--- src/rtl/mux_nto1_pipe_pkg.sv ---
// Shared constants for the pipelined N-to-1 selector.
// MODE_SEL picks by explicit index; MODE_RR arbitrates round-robin over valid inputs.
package mux_nto1_pipe_pkg;
  localparam int MODE_SEL = 0;
  localparam int MODE_RR  = 1;
endpackage

--- src/rtl/mux_nto1_pipe_if.sv ---
// Handshake/datapath bundle for mux_nto1_pipe: packed inputs, select, stall/flush, registered outputs.
// The master drives inputs and control; the slave (the selector) drives in_ready and the output stage.
interface mux_nto1_pipe_if #(
  parameter int W   = 32,
  parameter int NIN = 3,
  parameter int SW  = $clog2(NIN)
);
  logic [NIN*W-1:0] in_data;
  logic [NIN-1:0]   in_valid;
  logic [NIN-1:0]   in_ready;
  logic [SW-1:0]    sel;
  logic             stall;
  logic             flush;
  logic [W-1:0]     out_data;
  logic             out_valid;
  logic [SW-1:0]    out_sel;
  logic             sel_err;

  modport master (
    output in_data, in_valid, sel, stall, flush,
    input  in_ready, out_data, out_valid, out_sel, sel_err
  );

  modport slave (
    input  in_data, in_valid, sel, stall, flush,
    output in_ready, out_data, out_valid, out_sel, sel_err
  );
endinterface

--- src/rtl/mux_nto1_pipe_rr_pick.sv ---
// Combinational rotating priority encoder: first valid input at or after rr_ptr, wrapping mod NIN.
// Zero latency; rr_ptr is assumed to be < NIN.
module rr_pick #(
  parameter int NIN = 3,
  parameter int SW  = $clog2(NIN)
) (
  input  logic [NIN-1:0] valid,
  input  logic [SW-1:0]  rr_ptr,
  output logic [SW-1:0]  grant,
  output logic           any_valid
);
  int idx;

  always_comb begin
    grant     = '0;
    any_valid = |valid;
    idx       = 0;
    // Scan farthest-first so the candidate closest to rr_ptr is the last to overwrite grant.
    for (int k = NIN - 1; k >= 0; k--) begin
      idx = int'(rr_ptr) + k;
      if (idx >= NIN) idx = idx - NIN;
      if (valid[idx]) grant = SW'(idx);
    end
  end
endmodule

--- src/rtl/mux_nto1_pipe.sv ---
// N-input W-bit selector with registered output (1-cycle latency), explicit-select or round-robin mode.
// Stall holds all state and drops in_ready; flush (priority over stall) clears out_valid/sel_err only.
module mux_nto1_pipe
  import mux_nto1_pipe_pkg::*;
#(
  parameter int W    = 32,
  parameter int NIN  = 3,
  parameter int SW   = $clog2(NIN),
  parameter int MODE = MODE_SEL
) (
  input logic            clk,
  input logic            rst_n,
  mux_nto1_pipe_if.slave bus
);
  logic           load;
  logic           take;
  logic           rdy_en;
  logic [SW-1:0]  grant;
  logic [W-1:0]   pick_data;
  logic           pick_vld;
  logic [NIN-1:0] ready;

  assign load = !bus.stall && !bus.flush;

  generate
    if (MODE == MODE_RR) begin : g_rr
      logic [SW-1:0] rr_ptr;
      logic [SW-1:0] rr_grant;
      logic          rr_any;

      rr_pick #(.NIN(NIN), .SW(SW)) u_pick (
        .valid    (bus.in_valid),
        .rr_ptr   (rr_ptr),
        .grant    (rr_grant),
        .any_valid(rr_any)
      );

      // Explicit wrap keeps the pointer inside 0..NIN-1 for non-power-of-two NIN.
      always_ff @(posedge clk or negedge rst_n) begin
        if (!rst_n) begin
          rr_ptr <= '0;
        end else if (load && rr_any) begin
          rr_ptr <= (rr_grant == SW'(NIN - 1)) ? '0 : rr_grant + 1'b1;
        end
      end

      assign grant  = rr_grant;
      assign take   = rr_any;
      assign rdy_en = rr_any;
    end else begin : g_sel
      assign grant  = bus.sel;
      assign take   = 32'(bus.sel) < NIN;
      assign rdy_en = 1'b1;
    end
  endgenerate

  always_comb begin
    pick_data = '0;
    pick_vld  = 1'b0;
    for (int i = 0; i < NIN; i++) begin
      if (grant == SW'(i)) begin
        pick_data = bus.in_data[i*W +: W];
        pick_vld  = bus.in_valid[i];
      end
    end
  end

  // A MODE_SEL out-of-range select matches no bit, so nothing is accepted.
  always_comb begin
    ready = '0;
    for (int i = 0; i < NIN; i++) begin
      ready[i] = load && rdy_en && (grant == SW'(i));
    end
  end

  assign bus.in_ready = ready;

  always_ff @(posedge clk or negedge rst_n) begin
    if (!rst_n) begin
      bus.out_data  <= '0;
      bus.out_valid <= 1'b0;
      bus.out_sel   <= '0;
      bus.sel_err   <= 1'b0;
    end else if (bus.flush) begin
      bus.out_valid <= 1'b0;
      bus.sel_err   <= 1'b0;
    end else if (!bus.stall) begin
      if (MODE == MODE_RR) begin
        bus.out_valid <= take;
        bus.sel_err   <= 1'b0;
        if (take) begin
          bus.out_data <= pick_data;
          bus.out_sel  <= grant;
        end
      end else if (take) begin
        bus.out_data  <= pick_data;
        bus.out_valid <= pick_vld;
        bus.out_sel   <= grant;
        bus.sel_err   <= 1'b0;
      end else begin
        bus.out_data  <= '0;
        bus.out_valid <= 1'b0;
        bus.out_sel   <= '0;
        bus.sel_err   <= 1'b1;
      end
    end
  end
endmodule
--- src/flat_wrapper.sv ---
// flat-port wrapper written by rule: the top's interface ports become plain ports
module mux_nto1_pipe_flat import mux_nto1_pipe_pkg::*;
#(
  parameter int W    = 32,
  parameter int NIN  = 3,
  parameter int SW   = $clog2(NIN),
  parameter int MODE = MODE_SEL
)
  (clk, rst_n, bus_in_data, bus_in_valid, bus_sel, bus_stall, bus_flush, bus_in_ready, bus_out_data, bus_out_valid, bus_out_sel, bus_sel_err);
  mux_nto1_pipe_if #(.W(W), .NIN(NIN), .SW(SW)) bus_i ();
  input logic clk;
  input logic rst_n;
  input wire logic [$bits(bus_i.in_data)-1:0] bus_in_data;
  input wire logic [$bits(bus_i.in_valid)-1:0] bus_in_valid;
  input wire logic [$bits(bus_i.sel)-1:0] bus_sel;
  input wire logic [$bits(bus_i.stall)-1:0] bus_stall;
  input wire logic [$bits(bus_i.flush)-1:0] bus_flush;
  output wire logic [$bits(bus_i.in_ready)-1:0] bus_in_ready;
  output wire logic [$bits(bus_i.out_data)-1:0] bus_out_data;
  output wire logic [$bits(bus_i.out_valid)-1:0] bus_out_valid;
  output wire logic [$bits(bus_i.out_sel)-1:0] bus_out_sel;
  output wire logic [$bits(bus_i.sel_err)-1:0] bus_sel_err;
  assign bus_i.in_data = bus_in_data;
  assign bus_i.in_valid = bus_in_valid;
  assign bus_i.sel = bus_sel;
  assign bus_i.stall = bus_stall;
  assign bus_i.flush = bus_flush;
  assign bus_in_ready = bus_i.in_ready;
  assign bus_out_data = bus_i.out_data;
  assign bus_out_valid = bus_i.out_valid;
  assign bus_out_sel = bus_i.out_sel;
  assign bus_sel_err = bus_i.sel_err;
  mux_nto1_pipe #(.W(W), .NIN(NIN), .SW(SW), .MODE(MODE)) u_core (.clk(clk), .rst_n(rst_n), .bus(bus_i));
endmodule
--- config.mk ---
export PLATFORM = sky130hd
export DESIGN_NAME = mux_nto1_pipe_flat
export DESIGN_NICKNAME = d
export VERILOG_FILES = /design/src/rtl/mux_nto1_pipe_pkg.sv /design/src/rtl/mux_nto1_pipe_if.sv /design/src/rtl/mux_nto1_pipe_rr_pick.sv /design/src/rtl/mux_nto1_pipe.sv /design/src/flat_wrapper.sv
export SDC_FILE = /design/constraint.sdc
export NUM_CORES = 1
export LEC_CHECK = 0
export CAP_MARGIN = 20
export CORE_MARGIN = 10
export CORE_UTILIZATION = 34
export DETAILED_ROUTE_END_ITERATION = 16
export PLACE_DENSITY = 0.88
export SYNTH_ARGS = -nofsm -noshare
export SYNTH_HDL_FRONTEND = slang
export SYNTH_SLANG_ARGS = --single-unit
--- constraint.sdc ---
create_clock -name clk -period 0.8 [get_ports clk]
set_input_delay 0.12 -clock clk [delete_from_list [all_inputs] [get_ports clk]]
set_output_delay 0.12 -clock clk [all_outputs]
set_load 0.02 [all_outputs]
==> results.toml <==
[outcome]
outcome = "complete, but fails checks"
violations = "negative setup slack"

[clocking]
cts_sinks = 36
clock_latency_ps = 280
cts_made_buffers = 5
clk_pin_slew_worst_paths_ps = 70
ctsLongestPathBuffers = 2
htreeDepth = 2
cts_tree = "built"
clockRootBuffer = "clkbuf_8"

[critical_path]
rrSetupSlack_ps = 10
reg2reg_from = "u_core.bus.out_data[19]"
cp_max_fo = 3
critPathMostFrequentCell = "buf_6"
r2r_cells = 3
slowest_stage = "or2_4"
critPathRequiredTime_ps = 680
endpoint_kind = "primary output"
crit_chain = "buf_6 -> or2_4 -> nor3_4 -> buf_6"
max_stage_delay_ps = 280
arrival_ps = 880
crit_type = "primary input to primary output"
timing.rr.end = "u_core.bus.out_data[19]"
cp-start-kind = "primary input"

[yosys]
syn_area_mm2 = 0.00235
synth-seq-cells = 36
synth_top_area_share_pct = 38.4
yosysWarnings = 0
syn_inst = 231
synth_area_per_cell_um2 = 10.2
synth.area.top_cells = "dfrtp_1 (38%), a21oi_2 (18%), mux2i_1 (14%)"
ys_types = 21
seq_area_frac_synth_pct = 38.4
yosysTopAreaCell = "dfrtp_1"
syn_nets = 336

[die]
start_util_pct = 34.7
dieHeight_um = 103
rows = 30
die-area_mm2 = 0.0106
pin_count = 144
core_mm2 = 0.00676
die_w_um = 103

[finish]
drive_gt1_share_pct = 38.1
final_cells = 479
area_growth_pct = 87.1
nets = 503
antenna_cells = 0
design_area_mm2 = 0.00439

[sta]
finalCritPeriodShare_pct = 125
period_needed_ps = 1000
slew_violations = 0
hold_viol_final = 0
fmax_mhz = 1000
rsz0062_at_grt = "yes"
finalSetupTns_ps = -7680
final.setup.worst_slack_ps = -200
setup_viol = 73
slew_headroom_pct = 80.6
worstMarginPinSlew_ps = 291
hold_ws_ps = 112
fin_worst_skew_ps = 0

[placement]
port_buffers = 143
placed_area_mm2 = 0.00385
place.gp.congestion = 0.722
placed_cells = 450
place_hpwl_um = 6350

[routing]
dr.pass1.iters = 4
vias = 2308
dr.first_iter.drc_count = 54
drcViolationCount = 0
routedWlPerCell_um = 18.3
drt_wl_total_um = 8780
viasPerCell = 4.82
drtAntennaViolNets = 0

[min_path]
min_path_cells = 3
min_from = "bus_flush"
hold_end = "u_core.bus.out_valid"
hp-class = "primary input to flip-flop"

[pwr]
powerDensity_mw_per_mm2 = 1470
ir_drop_v = 0.000689
p_leak_uw = 0.00184

[grt]
grt_max_degree = 37
antenna_found_initial = 0
grt_pass1_vias = 2617
grt_overflow = 0
track_usage_pct = 16.0
grt_pass1_wl_um = 13300

[run]
drv_cap = 0
[repair_timing]
item,in CTS,in global routing
pin swaps,7,6
endpoints found under the hold margin,36,0
setup endpoints to repair,75,74
buffers inserted,12,7
cloned,2,0
hold buffers,1,0
resized for setup,272,21
[worst max-delay path: cells and delay by family]
family                 cells  cell delay (ps)
buffers and inverters      2              250
and+or+nand+nor            2              520
[logic make-up after synthesis]
| group | Yosys count | share of synthesized area (%) |
|---|---|---|
| AO/OA/AOI/OAI | 69 | 22.9 |
| buffers and inverters | 20 | 8.16 |
| flip-flops | 36 | 38.4 |
| multiplexers | 33 | 14.1 |
| AND/OR/NAND/NOR | 73 | 16.5 |
[layer usage]
layer | share of wire, % | wire length, um | up-vias | GRT usage [%]
met5 | 0 | 0 | - | 0
met4 | 0.99 | 87 | 0 | 4.17
met3 | 8.9 | 777 | 7 | 5.63
met2 | 53 | 4630 | 94 | 29.7
met1 | 37 | 3290 | 1082 | 16.5
li1 | - | - | 1125 | -
[cell usage in the layout, fill, tap and decap left out]
master,n
a21oi_1,12
a21o_1,2
or2_1,4
inv_2,1
nor3b_4,1
a21oi_4,8
nand3b_1,1
clkdlybuf4s50_1,97
and2_4,1
nor3_4,1
clkbuf_8,5
clkinv_2,1
a21oi_2,46
buf_6,48
buf_12,6
nor2_4,3
or2_4,1
bufinv_16,1
dfrtp_1,36
a221oi_2,1
mux2i_2,1
nand2_1,1
buf_2,1
buf_4,22
dlygate4sd2_1,2
dlygate4sd3_1,1
nor2b_4,1
nor2_2,1
or2_0,29
clkbuf_1,1
mux2i_1,32
buf_16,1
bufbuf_16,1
nor2_1,29
[cell type report]
type / count / area, um^2
fillers: 525 / 2360
clock buffers: 6 / 72.6
multi-input cells: 175 / 1390
clock inverters: 2 / 35.0
flip-flops and latches: 36 / 901
repair buffers: 179 / 1890
well taps: 80 / 100
inverters: 1 / 3.75
[power breakdown]
group	total (uW)	switching [uW]	internal (uW)
clock network	1570	641	925
registers	2260	184	2070
logic	2650	1150	1500
[sequential cells by signal (all words and copies together) (netlist names)]
register	flops
u_core.bus.out_data	32
u_core.bus.out_sel	2
u_core.bus.out_valid	1
u_core.bus.sel_err	1
[metrics by stage]
stage | setup slack [ps] | util, % | total power (uW)
2_1_floorplan | -158 | - | 3310
3_3_place_gp | -1050 | 57.0 | 4500
3_5_place_dp | -1090 | 57.0 | 4560
4_1_cts | -169 | 62.9 | 6440
5_1_grt | -204 | 65.0 | 6820
6_report | -200 | 65.0 | 6470
[how the worst max path moves through the flow]
stage	start	to	slack (ps)	cells past startpoint
5_1_grt	bus_flush	bus_in_ready[1]	-200	4
3_3_place_gp	bus_flush	bus_in_ready[1]	-1050	4
2_1_floorplan	bus_flush	bus_in_ready[0]	-160	4
3_5_place_dp	bus_flush	bus_in_ready[1]	-1090	4
6_report	bus_flush	bus_in_ready[0]	-200	4
4_1_cts	bus_stall	bus_in_ready[1]	-170	4
[synth_stat cells]
cell / n
buf_12: 3
nand2_1: 1
nor2b_2: 1
nor3_2: 1
buf_4: 2
a21o_1: 2
nor2_2: 1
a21oi_1: 19
nand3b_1: 1
nor3b_2: 1
and2_1: 1
dfrtp_1: 36
or2_0: 30
clkbuf_1: 6
nor2_1: 32
mux2i_1: 33
buf_6: 8
inv_1: 1
a21oi_2: 47
a221oi_2: 1
or2_1: 4
Note: power is estimated with default switching activity, not from simulation.
